## src/rtl/ll_pkg.sv

```systemverilog
// Shared linked-list engine types: default widths, the read and write controller
// state types, and the null pointer value.
package ll_pkg;

  localparam int LL_PTR_WD     = 5;
  localparam int LL_WR_DATA_WD = 32;

  localparam logic [31:0] LL_NULL_PTR = '0;

  typedef enum logic [1:0] {
    RD_IDLE,
    RD_REQ_PTR,
    RD_DATA_MEM,
    RD_DONE
  } t_rd_ctrl_st;

  typedef enum logic [1:0] {
    WR_IDLE,
    WR_ALLOC_PTR,
    WR_DATA_MEM,
    WR_DONE
  } t_wr_ctrl_st;

endpackage

```

## src/rtl/ll_wr_timeout.sv

```systemverilog
// Watchdog counter for the write controller's wait states. It is instantiated
// only when LL_WR_TIMEOUT_EN is defined. TIMEOUT_CYC must be at least 2.
module ll_wr_timeout #(
  parameter int TIMEOUT_CYC = 64
) (
  input  logic clk,
  input  logic reset_n,
  input  logic i_start,
  input  logic i_run,
  output logic o_expired
);

  localparam int CNT_WD = $clog2(TIMEOUT_CYC);

  logic [CNT_WD-1:0] r_cnt;
  logic              w_expired;

  assign w_expired = (r_cnt == CNT_WD'(TIMEOUT_CYC - 1));
  assign o_expired = w_expired;

  // The count saturates at the limit. The FSM leaves the wait state on that
  // same edge, so the counter never wraps back to a value that looks fresh.
  always_ff @(posedge clk or negedge reset_n) begin
    if (!reset_n) begin
      r_cnt <= '0;
    end else if (i_start) begin
      r_cnt <= '0;
    end else if (i_run && !w_expired) begin
      r_cnt <= r_cnt + 1'b1;
    end
  end

endmodule

```

## src/rtl/ll_wr_ctrl.sv

```systemverilog
// Write-side controller of the linked-list engine: allocate/link a node, write the
// payload to data memory, then report completion. Define LL_WR_TIMEOUT_EN to add a watchdog.
module ll_wr_ctrl
  import ll_pkg::*;
#(
  parameter int PTR_WD      = LL_PTR_WD,
  parameter int WR_DATA_WD  = LL_WR_DATA_WD,
  parameter int TIMEOUT_CYC = 64
) (
  input  logic                  clk,
  input  logic                  reset_n,
  input  logic                  wr_req_vld,
  input  logic                  wr_req_push,
  input  logic [PTR_WD-1:0]     wr_node_at_pos,
  input  logic [WR_DATA_WD-1:0] wr_data,
  input  logic                  ll_full,
  output logic                  req_vld_to_nxt_ptr,
  output logic                  req_push_to_nxt_ptr,
  output logic [PTR_WD-1:0]     node_at_pos_to_nxt_ptr,
  input  logic                  wr_nxt_ptr_vld,
  input  logic [PTR_WD-1:0]     wr_ptr_from_nxt_ptr,
  output logic                  wr_req_to_mem_vld,
  output logic [PTR_WD-1:0]     wr_req_addr_to_mem,
  output logic [WR_DATA_WD-1:0] wr_data_to_mem,
  input  logic                  wr_ack_from_mem,
  output logic                  wr_ctrl_ready,
  output logic                  wr_done_vld,
  output logic                  wr_done_err,
  output logic [PTR_WD-1:0]     wr_done_ptr
);

  t_wr_ctrl_st r_state;
  t_wr_ctrl_st w_nxt_state;

  logic                  r_push;
  logic [PTR_WD-1:0]     r_pos;
  logic [WR_DATA_WD-1:0] r_data;
  logic [PTR_WD-1:0]     r_ptr;
  logic                  r_req_vld;
  logic                  r_mem_vld;
  logic                  r_ready;
  logic                  r_done_vld;
  logic                  r_done_err;
  logic [PTR_WD-1:0]     r_done_ptr;

  logic                  w_accept;
  logic                  w_ptr_load;
  logic                  w_done_err;
  logic [PTR_WD-1:0]     w_done_ptr;
  logic                  w_timeout;

  assign w_accept = wr_req_vld & r_ready;

`ifdef LL_WR_TIMEOUT_EN
  logic w_to_start;
  logic w_to_run;

  // Restart the count on every entry into a wait state, including the
  // direct hop from ALLOC_PTR to WR_DATA_MEM.
  assign w_to_start = (w_nxt_state != r_state) &&
                      ((w_nxt_state == WR_ALLOC_PTR) || (w_nxt_state == WR_DATA_MEM));
  assign w_to_run   = (r_state == WR_ALLOC_PTR) || (r_state == WR_DATA_MEM);

  ll_wr_timeout #(
    .TIMEOUT_CYC(TIMEOUT_CYC)
  ) u_timeout (
    .clk      (clk),
    .reset_n  (reset_n),
    .i_start  (w_to_start),
    .i_run    (w_to_run),
    .o_expired(w_timeout)
  );
`else
  localparam int unused_timeout_cyc = TIMEOUT_CYC;
  assign w_timeout = 1'b0;
`endif

  always_comb begin
    // NOTE: every signal written here gets a default first, so no path through the
    // case statement can leave one unassigned and infer a latch.
    w_nxt_state = r_state;
    w_ptr_load  = 1'b0;
    w_done_err  = 1'b0;
    w_done_ptr  = PTR_WD'(LL_NULL_PTR);
    case (r_state)
      WR_IDLE: begin
        if (w_accept) begin
          if (ll_full) begin
            w_nxt_state = WR_DONE;
            w_done_err  = 1'b1;
          end else begin
            w_nxt_state = WR_ALLOC_PTR;
          end
        end
      end
      WR_ALLOC_PTR: begin
        // An arriving response takes priority over a timeout on the same edge.
        if (wr_nxt_ptr_vld) begin
          w_nxt_state = WR_DATA_MEM;
          w_ptr_load  = 1'b1;
        end else if (w_timeout) begin
          w_nxt_state = WR_DONE;
          w_done_err  = 1'b1;
        end
      end
      WR_DATA_MEM: begin
        if (wr_ack_from_mem) begin
          w_nxt_state = WR_DONE;
          w_done_ptr  = r_ptr;
        end else if (w_timeout) begin
          w_nxt_state = WR_DONE;
          w_done_err  = 1'b1;
        end
      end
      WR_DONE: begin
        w_nxt_state = WR_IDLE;
      end
      default: begin
        w_nxt_state = WR_IDLE;
      end
    endcase
  end

  // Each output is a flop loaded from the next-state decode. The outputs
  // therefore change on the same edge as the state, with no combinational path to a pin.
  always_ff @(posedge clk or negedge reset_n) begin
    if (!reset_n) begin
      r_state    <= WR_IDLE;
      r_push     <= 1'b0;
      r_pos      <= '0;
      r_data     <= '0;
      r_ptr      <= '0;
      r_req_vld  <= 1'b0;
      r_mem_vld  <= 1'b0;
      r_ready    <= 1'b1;
      r_done_vld <= 1'b0;
      r_done_err <= 1'b0;
      r_done_ptr <= '0;
    end else begin
      // NOTE: non-blocking assignments only in clocked blocks, so every flop samples
      // the values from before the edge regardless of statement order.
      r_state    <= w_nxt_state;
      r_ready    <= (w_nxt_state == WR_IDLE);
      r_req_vld  <= (w_nxt_state == WR_ALLOC_PTR);
      r_mem_vld  <= (w_nxt_state == WR_DATA_MEM);
      r_done_vld <= (w_nxt_state == WR_DONE);
      r_done_err <= w_done_err;
      r_done_ptr <= w_done_ptr;
      if (w_accept) begin
        r_push <= wr_req_push;
        r_pos  <= wr_node_at_pos;
        r_data <= wr_data;
      end
      if (w_ptr_load) begin
        r_ptr <= wr_ptr_from_nxt_ptr;
      end
    end
  end

  assign req_vld_to_nxt_ptr     = r_req_vld;
  assign req_push_to_nxt_ptr    = r_push;
  assign node_at_pos_to_nxt_ptr = r_pos;
  assign wr_req_to_mem_vld      = r_mem_vld;
  assign wr_req_addr_to_mem     = r_ptr;
  assign wr_data_to_mem         = r_data;
  assign wr_ctrl_ready          = r_ready;
  assign wr_done_vld            = r_done_vld;
  assign wr_done_err            = r_done_err;
  assign wr_done_ptr            = r_done_ptr;

endmodule

```

## config.mk

```make
export PLATFORM = sky130hd
export DESIGN_NAME = ll_wr_ctrl
export DESIGN_NICKNAME = d
export VERILOG_FILES = /design/src/rtl/ll_pkg.sv /design/src/rtl/ll_wr_timeout.sv /design/src/rtl/ll_wr_ctrl.sv
export SDC_FILE = /design/constraint.sdc
export NUM_CORES = 1
export LEC_CHECK = 0
export CORE_MARGIN = 3
export CORE_UTILIZATION = 40
export CTS_BUF_LIST = sky130_fd_sc_hd__clkbuf_16
export DETAILED_ROUTE_END_ITERATION = 10
export PLACE_DENSITY = 0.89
export SLEW_MARGIN = 20
export SYNTH_ARGS = -nofsm -noshare
export SYNTH_HDL_FRONTEND = slang
export SYNTH_SLANG_ARGS = --single-unit
```

## constraint.sdc

```tcl
create_clock -name clk -period 1.51 [get_ports clk]
set_input_delay 0.3775 -clock clk [delete_from_list [all_inputs] [get_ports clk]]
set_output_delay 0.3775 -clock clk [all_outputs]
set_load 0.05 [all_outputs]
```

== Yosys cells after proc, flatten, opt, wreduce, memory -nomap -nowiden ==
Cells that the tools add are included.

* Bitwise gates (word level): 1
* Reductions and logical operators: 2
* Eq/ne operators: 6
* Multiplexer cells: 12

{| class="wikitable"
|+ Operators by type and width
! operator !! count
|-
| 2-to-1 mux 5 bit || 2
|-
| == test 2 bit, second input constant || 4
|-
| 2-to-1 mux 2 bit || 4
|-
| case mux 2 bit (4 select lines) || 1
|-
| 2-to-1 mux 1 bit || 5
|-
| == test 2 x 1 -> 1 bit, second input constant || 2
|-
| logical NOT 2 bit || 2
|-
| AND 1 bit || 1
|}

* Logic and storage cells: 32
* Bits in registers: 55
* Input bits: 49
* Output and inout bits: 53

== Logic depth before layout (Yosys ltp) ==
Gate-level depths: netlist of the first run.

* Depth in word-level cells: 4
* Mapped depth: 4
* Depth with buffers taken out: 2

== Least setup slack after synthesis of the first run ==
Ideal clock, no wire load.

* Kind: reg2reg
* Start: register r_ready, in the netlist wr_ctrl_ready
* End: register r_data[13], in the netlist wr_data_to_mem[13]
* Cell stages (with the launch flop): 5
* Required time: 1385 ps
* Slack: -42 ps
* Path buffers: 2
* Clock period less this slack: 1552 ps
* Setup time: 125 ps
* Arrival time: 1427 ps
* Path through: dfstp_2 > nand2_1 > buf_6 > buf_6 > mux2_4

* Word-level cells in the longest chain between the ends: 1

{| class="wikitable"
|+ RTL lines
! element !! RTL line !! text
|-
| start, declared || ll_wr_ctrl.sv:41 || <nowiki>logic r_ready;</nowiki>
|-
| start signal, assigned || ll_wr_ctrl.sv:143 || <nowiki>r_ready <= (w_nxt_state == WR_IDLE);</nowiki>
|-
| AND 1 bit || ll_wr_ctrl.sv:52 || <nowiki>assign w_accept = wr_req_vld & r_ready;</nowiki>
|-
| end signal, assigned || ll_wr_ctrl.sv:152 || <nowiki>r_data <= wr_data;</nowiki>
|-
| end, declared || ll_wr_ctrl.sv:37 || <nowiki>logic [WR_DATA_WD-1:0] r_data;</nowiki>
|}

Every way passes these cells.
A chain may end at the register's enable or synchronous reset.

== Worst setup path in the final report of the first run ==
* Start: register r_ready, in the netlist wr_ctrl_ready
* End: output port wr_ctrl_ready

{| class="wikitable"
|+ RTL lines
! element !! RTL line !! text
|-
| end, declared || ll_wr_ctrl.sv:26 || <nowiki>output logic wr_ctrl_ready,</nowiki>
|}

No word-level cell between the ends.

==> flow_metrics.py, run 1 <==
metrics = {
    "status": {
        "status": "finished, final reports clean",
    },
    "timing": {
        "clock_skew_ns": 0.00543,
        "slew_headroom": 0.754,
        "tightest_slew_ns": 0.370,
        "final.min_clock_period_ns": 1.49,
        "fmax_mhz": 672,
        "drv_slew": 0,
        "post-route-period-util": 0.986,
        "rsz0062_at_grt": "true",
        "hold_violations": 0,
        "setup-violations-final": 0,
        "setup_slack_ns": 0.0214,
    },
    "synth": {
        "synth-simple-area-share": 0.0549,
        "yosys.area_share.xor_xnor": 0,
        "synth-compound-area-share": 0.0185,
        "synth_adder_area_share": 0,
        "ys_top_cells_by_area": "dfrtp_1 (64%), mux2_2 (18%), mux2_4 (6.4%)",
        "ys_ff_latch": 55,
        "synth_common_cells": "dfrtp_1 (54), mux2_2 (34), mux2_4 (9)",
        "ys.flop_type": "dfrtp_1",
        "synth_most_common_cell": "dfrtp_1",
        "synth_top_cell_by_area": "dfrtp_1",
        "synth_cell_types": 23,
        "ys_warn_count": 0,
        "async_flop_share": 1.00,
        "synth_top_area_share": 0.645,
        "avgSynthCellArea_um2": 16.4,
        "syn_area_um2": 2100,
        "synth_top_family_by_area": "multiplexers",
        "syn_inst": 128,
        "muxShareOfSynthArea": 0.247,
        "yosysSeqAreaShare": 0.657,
        "synth_nets": 177,
        "synth-edff-count": 0,
    },
    "critical_path": {
        "cp.arrival_ns": 1.11,
        "path_class": "reg -> out",
        "reg2reg_slack_ns": 0.11,
        "cp-start-kind": "register",
        "cpMaxStageDelayCell": "dfstp_4",
        "end_kind": "output port",
        "path_cells": "buf_12",
        "worst-path-buf-inv": 1,
        "cp.required_ns": 1.13,
        "critPathTopFamily": "flip-flops",
        "reg2reg_to": "wr_data_to_mem[20]$_DFFE_PN0P_",
        "r2r_cells": 3,
        "cp-startpoint": "wr_ctrl_ready$_DFF_PN1_",
        "r2r_start": "wr_ctrl_ready$_DFF_PN1_",
        "crit_path_max_fanout": 6,
        "crit_end": "wr_ctrl_ready",
        "critPathMaxStageDelay_ns": 0.67,
        "path_depth": 1,
    },
    "cells_and_area": {
        "layoutNonFillerInstCount": 307,
        "finalNetCount": 288,
        "final_area_um2": 3930,
        "synthToLayoutAreaGrowth_pct": 87.3,
        "n_antenna_cell": 0,
        "layout-drive-gt1-share": 0.475,
    },
    "route": {
        "wl_per_cell_um": 18.5,
        "viasPerCell": 4.80,
        "drt-initial-drc-count": 19,
        "vias": 1475,
        "dr.pass1.iters": 4,
        "ant_nets": 0,
        "drc": 0,
        "wl_um": 5670,
    },
    "place": {
        "post-place-cells": 299,
        "post-place-ws_ns": -0.153,
        "place_congestion": 0.734,
        "place_hpwl_um": 4310,
        "numPortBuffers": 101,
        "dpl_cell_area_um2": 3780,
    },
    "clocking": {
        "cts_tree": "yes",
        "cts.path.max_buffers": 2,
        "insertion_delay_ns": 0.29,
        "cts_resized": 0,
        "post_cts_buffers": 0,
        "cts_root_buf": "clkbuf_16",
        "cts_htree_levels": 2,
        "numCtsBuffers": 5,
        "clock_sinks": 55,
        "clk_pin_slew_ns": 0.07,
        "ctsHoldBuffers": 0,
    },
    "pwr": {
        "p_leak_nw": 1.75,
        "vdd_drop_max_mv": 1.86,
        "finalPower_w": 0.0107,
        "power.density_nw_per_um2": 2720,
    },
    "floorplan": {
        "io_pins": 102,
        "placementRows": 25,
        "die-area_um2": 6140,
        "core_area_um2": 4880,
        "die_h_um": 78.4,
        "fp.dieW_um": 78.4,
        "initial_utilization": 0.429,
    },
    "global_route": {
        "use_met1": 0.205,
        "met3_usage": 0.0837,
        "grt_pass1_wl_um": 9190,
        "grt_use_total": 0.202,
        "antenna_found_initial": 0,
        "grt_max_degree": 56,
        "globalRoute.totalOverflow": 0,
        "top_usage_layer": "met2",
        "grt_pass1_vias": 1730,
        "use_met2": 0.373,
    },
    "hold_path": {
        "hp-class": "in -> async",
    },
    "job": {
        "max-cap-violations": 0,
    },
}
==> flip-flops by register name, indices dropped and copies added (netlist names) <==
| name | flops |
|---|---|
| node_at_pos_to_nxt_ptr | 5 |
| req_vld_to_nxt_ptr | 1 |
| wr_data_to_mem | 32 |
| wr_req_addr_to_mem | 5 |
| wr_done_err | 1 |
| r_state | 2 |
| wr_done_ptr | 5 |
| wr_req_to_mem_vld | 1 |
| wr_ctrl_ready | 1 |
| wr_done_vld | 1 |
| req_push_to_nxt_ptr | 1 |
==> placed cells by master (no fill, tap or decap) <==
cell	count
nand2_1	1
inv_1	1
buf_2	1
a211oi_1	1
nor3b_1	1
o311ai_1	1
mux2_2	34
clkinv_1	2
a21oi_1	2
dfrtp_1	54
and3b_1	1
nand3b_1	1
nor4bb_1	1
buf_4	6
mux2_4	9
clkinvlp_4	1
a21o_1	1
clkbuf_16	5
or3_1	1
nand2b_1	2
and2_1	5
nand2_2	1
o21ai_0	1
nand4bb_1	1
clkdlybuf4s50_1	47
dfstp_4	1
nor2_1	1
nand4b_1	1
buf_12	56
==> layer usage <==
metal	wire [um]	vias to the layer above	part of all wire
met3	511	8	0.090
li1	-	669	-
met1	1910	731	0.34
met4	76	0	0.013
met2	3170	67	0.56
met5	0	-	0
==> through the flow <==
stage | TNS [ns] | utilization | hold slack (ns)
after floorplan | 0 | - | 0.0819
after CTS | 0 | 0.804 | 0.0913
after global routing | -0.000575 | 0.804 | 0.101
after global placement | -2.80 | 0.776 | 0.395
after detailed placement | -5.49 | 0.776 | 0.401
final | 0 | 0.804 | 0.0839
==> report_power, final <==
part           total (W)  leakage [nW]  switching [W]  internal (W)
logic            0.00659          1.02        0.00320       0.00340
registers        0.00299         0.664       0.000804       0.00219
clock network    0.00110        0.0649       0.000493      0.000603
==> worst min path at each step <==
| stage | from | end | slack (ns) | cells after the start |
|---|---|---|---|---|
| final | reset_n | wr_req_addr_to_mem[2]$_DFFE_PN0P_ | 0.08 | 2 |
| after floorplan | reset_n | node_at_pos_to_nxt_ptr[0]$_DFFE_PN0P_ | 0.08 | 0 |
| after global placement | reset_n | wr_data_to_mem[21]$_DFFE_PN0P_ | 0.40 | 2 |
| after detailed placement | reset_n | wr_data_to_mem[21]$_DFFE_PN0P_ | 0.40 | 2 |
| after CTS | reset_n | wr_req_addr_to_mem[2]$_DFFE_PN0P_ | 0.09 | 2 |
| after global routing | reset_n | wr_req_addr_to_mem[3]$_DFFE_PN0P_ | 0.10 | 2 |
==> cell type report <==
cell class                 count  area [um^2]
clock buffer                   5          125
clock inverter                 3         15.0
fill                         265          955
inverter                       1         3.75
multi-input combinational     66          674
sequential                    55         1380
tap                           67         83.8
timing repair buffer         110         1640
==> kinds of logic (layout without fill, tap and decap cells) <==
logic type,Yosys count,in the layout
AO/OA/AOI/OAI,6,6
flip-flops,55,55
buffers and inverters,7,119
multiplexers,43,43
AND/OR/NAND/NOR,17,17
(Power assumes the default switching activity.)
==> run 2: changes to the inputs <==
Settings changed: PLACE_DENSITY 0.89 to 0.79, SLEW_MARGIN 20 to 40.
==> flow_metrics.py, run 2 (synthesis results as in run 1) <==
metrics = {
    "global_route": {
        "grt_max_degree": 28,
        "antenna_found_initial": 0,
        "globalRoute.totalOverflow": 0,
        "grt_pass1_wl_um": 8670,
        "grt_use_total": 0.185,
        "grt_pass1_vias": 1690,
    },
    "timing": {
        "setup-violations-final": 0,
        "setup_tns_ns": 0,
        "rsz0062_at_grt": "false",
        "clock_skew_ns": 0.00653,
        "drv_slew": 0,
        "slew_headroom": 0.702,
        "post-route-period-util": 0.968,
        "final.min_clock_period_ns": 1.46,
        "tightest_slew_ns": 0.447,
        "hold_violations": 0,
        "fmax_mhz": 684,
    },
    "critical_path": {
        "end_kind": "output port",
        "cp.arrival_ns": 1.08,
        "cp-start-kind": "register",
        "critPathMaxStageDelay_ns": 0.66,
        "path_class": "reg -> out",
        "cp.required_ns": 1.13,
        "r2r_start": "wr_ctrl_ready$_DFF_PN1_",
        "reg2reg_to": "wr_data_to_mem[14]$_DFFE_PN0P_",
        "worst-path-buf-inv": 1,
        "path_cells": "buf_12",
        "crit_path_max_fanout": 6,
        "cpMaxStageDelayCell": "dfstp_4",
        "reg2reg_slack_ns": 0.14,
        "critPathTopFamily": "flip-flops",
        "path_depth": 1,
        "r2r_cells": 3,
    },
    "status": {
        "status": "finished, final reports clean",
    },
    "route": {
        "ant_nets": 0,
        "drc": 0,
        "vias": 1464,
        "drt-initial-drc-count": 32,
        "wl_per_cell_um": 17.2,
        "wl_um": 5330,
        "dr.pass1.iters": 4,
        "viasPerCell": 4.74,
    },
    "cells_and_area": {
        "final_cell_mix": "buf_12 (56), dfrtp_1 (54), clkdlybuf4s50_1 (47)",
        "n_antenna_cell": 0,
        "layoutNonFillerInstCount": 309,
        "final_area_um2": 3950,
        "layout-drive-gt1-share": 0.483,
        "largest_reg_flops": 32,
        "finalNetCount": 290,
        "final_common_cell": "buf_12",
        "synthToLayoutAreaGrowth_pct": 88.3,
    },
    "job": {
        "max-cap-violations": 0,
    },
    "place": {
        "dpl_cell_area_um2": 3800,
        "place_congestion": 0.698,
        "numPortBuffers": 101,
        "place_hpwl_um": 4390,
        "post-place-cells": 301,
    },
    "floorplan": {
        "die_h_um": 78.4,
        "io_pins": 102,
        "placementRows": 25,
        "core_area_um2": 4880,
        "fp.dieW_um": 78.4,
        "die-area_um2": 6140,
        "initial_utilization": 0.429,
    },
    "hold_path": {
        "hp-class": "in -> async",
    },
    "clocking": {
        "post_cts_buffers": 0,
        "ctsHoldBuffers": 0,
        "cts_htree_levels": 2,
        "clock_sinks": 55,
        "clk_pin_slew_ns": 0.07,
        "cts.path.max_buffers": 2,
        "cts_tree": "yes",
        "insertion_delay_ns": 0.29,
        "cts_resized": 0,
        "numCtsBuffers": 5,
        "cts_root_buf": "clkbuf_16",
    },
    "pwr": {
        "p_leak_nw": 1.77,
        "power.density_nw_per_um2": 2690,
        "vdd_drop_max_mv": 1.62,
    },
}
==> run 2: cell types whose count changed in the layout (fill, tap and decap cells not counted), sizes merged <==
cell,previous run,this run
buf,63,65
clkinvlp,1,0
inv,1,2
==> run 2: per-stage QoR <==
step	hold slack, ns	setup slack [ns]	utilization	total power, W
CTS	0.0456	0.0371	0.809	0.0108
floorplan	0.0819	0.0293	-	0.00592
finish	0.0315	0.0479	0.809	0.0106
detailed placement	0.356	-0.135	0.779	0.00962
global route	0.0459	0.0197	0.809	0.0110
global placement	0.351	-0.0906	0.779	0.00943
==> run 2: how the worst max path moves through the flow <==
| stage | from | to | slack [ns] |
|---|---|---|---|
| floorplan | wr_ctrl_ready$_DFF_PN1_ | wr_data_to_mem[13]$_DFFE_PN0P_ | 0.03 |
| global placement | wr_nxt_ptr_vld | wr_req_addr_to_mem[0]$_DFFE_PN0P_ | -0.09 |
| detailed placement | wr_req_vld | wr_data_to_mem[1]$_DFFE_PN0P_ | -0.14 |
| CTS | wr_ctrl_ready$_DFF_PN1_ | wr_ctrl_ready | 0.04 |
| global route | wr_ctrl_ready$_DFF_PN1_ | wr_ctrl_ready | 0.02 |
| finish | wr_ctrl_ready$_DFF_PN1_ | wr_ctrl_ready | 0.05 |
==> run 2: cell type report <==
cell class | count | area [um^2]
Clock buffer | 5 | 125
Clock inverter | 3 | 21.3
Fill cell | 283 | 933
Inverter | 1 | 3.75
Multi-Input combinational cell | 66 | 674
Sequential cell | 55 | 1380
Tap cell | 67 | 83.8
Timing Repair Buffer | 112 | 1660
==> run 2: per-layer routing <==
metal  track usage  vias to the layer above  share of wire
li1              -                      678              -
met1         0.195                      731           0.35
met2         0.351                       51           0.58
met3        0.0677                        4          0.069
met4        0.0367                        0         0.0051
met5             0                        -              0
==> run 2: report_power, final <==
group	switching, W	leakage [nW]	internal (W)	total (W)
Sequential	0.000792	0.664	0.00219	0.00298
Combinational	0.00315	1.03	0.00340	0.00655
Clock	0.000495	0.0752	0.000614	0.00111
==> run 3: changes to the inputs <==
Settings changed: CORE_UTILIZATION 40 to 36, PLACE_DENSITY 0.79 to 0.75.
Clock period 1.51 ns to 1.3 ns, I/O delays scaled along.
==> flow_metrics.py, run 3 (synthesis results as in run 1) <==
metrics = {
    "status": {
        "violations": "negative setup slack",
        "status": "complete, but fails checks",
    },
    "place": {
        "dpl_cell_area_um2": 3820,
        "place_congestion": 0.724,
        "place_hpwl_um": 3960,
        "numPortBuffers": 101,
        "post-place-cells": 307,
    },
    "timing": {
        "final.min_clock_period_ns": 1.46,
        "fmax_mhz": 684,
        "clock_skew_ns": 0.00288,
        "slew_headroom": 0.800,
        "hold_violations": 0,
        "drv_slew": 0,
        "tightest_slew_ns": 0.300,
        "setup_slack_ns": -0.163,
        "post-route-period-util": 1.13,
        "setup-violations-final": 41,
        "rsz0062_at_grt": "true",
    },
    "global_route": {
        "grt_max_degree": 56,
        "antenna_found_initial": 0,
        "grt_pass1_vias": 1631,
        "globalRoute.totalOverflow": 0,
        "grt_pass1_wl_um": 8110,
        "grt_use_total": 0.158,
    },
    "route": {
        "viasPerCell": 4.68,
        "wl_um": 5460,
        "ant_nets": 0,
        "wl_per_cell_um": 17.0,
        "drt-initial-drc-count": 41,
        "dr.pass1.iters": 4,
        "vias": 1507,
        "drc": 0,
    },
    "pwr": {
        "finalPower_w": 0.0129,
        "power.density_nw_per_um2": 3110,
        "p_switching_w": 0.00522,
        "vdd_drop_max_mv": 1.79,
        "seq_power_share": 0.264,
        "p_clk_frac": 0.114,
        "p_int_w": 0.00765,
        "comb_power_share": 0.622,
        "p_leak_nw": 1.87,
        "power.share.switching": 0.406,
    },
    "critical_path": {
        "r2r_cells": 4,
        "crit_path_max_fanout": 2,
        "end_kind": "output port",
        "cp.required_ns": 0.98,
        "cp-start-kind": "register",
        "cp.arrival_ns": 1.14,
        "path_class": "reg -> out",
    },
    "clocking": {
        "clk_pin_slew_ns": 0.07,
        "cts_htree_levels": 2,
        "clock_sinks": 55,
        "cts.path.max_buffers": 2,
        "cts_root_buf": "clkbuf_16",
        "insertion_delay_ns": 0.28,
        "numCtsBuffers": 5,
        "cts_tree": "yes",
        "ctsHoldBuffers": 0,
    },
    "cells_and_area": {
        "fillers": 345,
        "layout-drive-gt1-share": 0.508,
        "final_cell_mix": "buf_12 (56), dfrtp_1 (54), clkdlybuf4s50_1 (46)",
        "layout.area.seq_um2": 1380,
        "synthToLayoutAreaGrowth_pct": 97.4,
        "finalNetCount": 298,
        "post-route-util": 0.742,
        "layoutNonFillerInstCount": 322,
        "multi_input_area_um2": 712,
        "final_common_cell": "buf_12",
        "largest_reg_flops": 32,
        "final_area_um2": 4140,
        "n_antenna_cell": 0,
    },
    "floorplan": {
        "initial_utilization": 0.376,
        "placementRows": 27,
        "die_h_um": 82.3,
        "fp.dieW_um": 82.3,
        "core_area_um2": 5570,
        "io_pins": 102,
        "die-area_um2": 6770,
    },
    "hold_path": {
        "hp-class": "in -> async",
    },
    "job": {
        "max-cap-violations": 0,
    },
}
==> run 3: cell count changes in the layout (fill, tap and decap cells not counted), sizes merged <==
cell           change
dlymetal6s2s       +1
bufinv             +1
clkbuf             +3
inv                -1
clkdlybuf4s50      -1
buf                +5
==> run 3: path summary, 6_finish.rpt <==
check	endpoint	slack (ns)	from
max reg2reg	wr_data_to_mem[14]$_DFFE_PN0P_	-0.11	wr_ctrl_ready$_DFF_PN1_
min	wr_data_to_mem[2]$_DFFE_PN0P_	0.03	reset_n
min in group clk	wr_done_ptr[2]$_DFF_PN0_	0.57	wr_req_addr_to_mem[2]$_DFFE_PN0P_
max	wr_ctrl_ready	-0.16	wr_ctrl_ready$_DFF_PN1_
min reg2reg	wr_done_ptr[2]$_DFF_PN0_	0.57	wr_req_addr_to_mem[2]$_DFFE_PN0P_
max in group asynchronous	wr_ctrl_ready$_DFF_PN1_	0.96	reset_n
==> run 3: power by group through the flow <==
stage | logic, W | clock network, W | registers, W
after floorplan | 0.00122 | 0 | 0.00568
after CTS | 0.00784 | 0.00151 | 0.00340
after detailed placement | 0.00775 | 0 | 0.00344
final | 0.00801 | 0.00146 | 0.00340
after global routing | 0.00830 | 0.00157 | 0.00349
after global placement | 0.00764 | 0 | 0.00337
==> run 3: through the flow <==
stage               setup slack [ns]  setup TNS (ns)  hold WS, ns
finish                        -0.163           -3.88       0.0295
global route                  -0.193           -5.47       0.0466
CTS                           -0.169           -2.05       0.0522
detailed placement            -0.284          -12.16        0.356
global placement              -0.251          -10.97        0.345
floorplan                     -0.164           -2.41       0.0294
==> run 3: timing repair <==
item / 4_1_cts / 5_1_grt
resized for setup: 2 / 6
pin swaps: 1 / 1
buffers inserted: 2 / 2
setup endpoints to repair: 1 / 46
cloned: 0 / 4
==> run 3: critical path, cell delays in order (launching register included) <==
cell and delay [ns]:
dfstp_4 0.62, buf_6 0.10, buf_12 0.13
==> run 3: layout make-up <==
cell class / instances / area share
Timing Repair Buffer: 120 / 0.432
Sequential cell: 55 / 0.334
Multi-Input combinational cell: 66 / 0.172
Clock buffer: 5 / 0.0302
Tap cell: 72 / 0.0218
Clock inverter: 3 / 0.00937
Inverter: 1 / 0.000907
==> run 3: routing by layer <==
metal  wire (um)  part of all wire  up-vias  global-route usage
li1            -                 -      690                   -
met1        2070              0.38      746               0.184
met2        2760              0.51       69               0.260
met3         612              0.11        2              0.0792
met4          18            0.0033        0              0.0382
met5           0                 0        -                   0
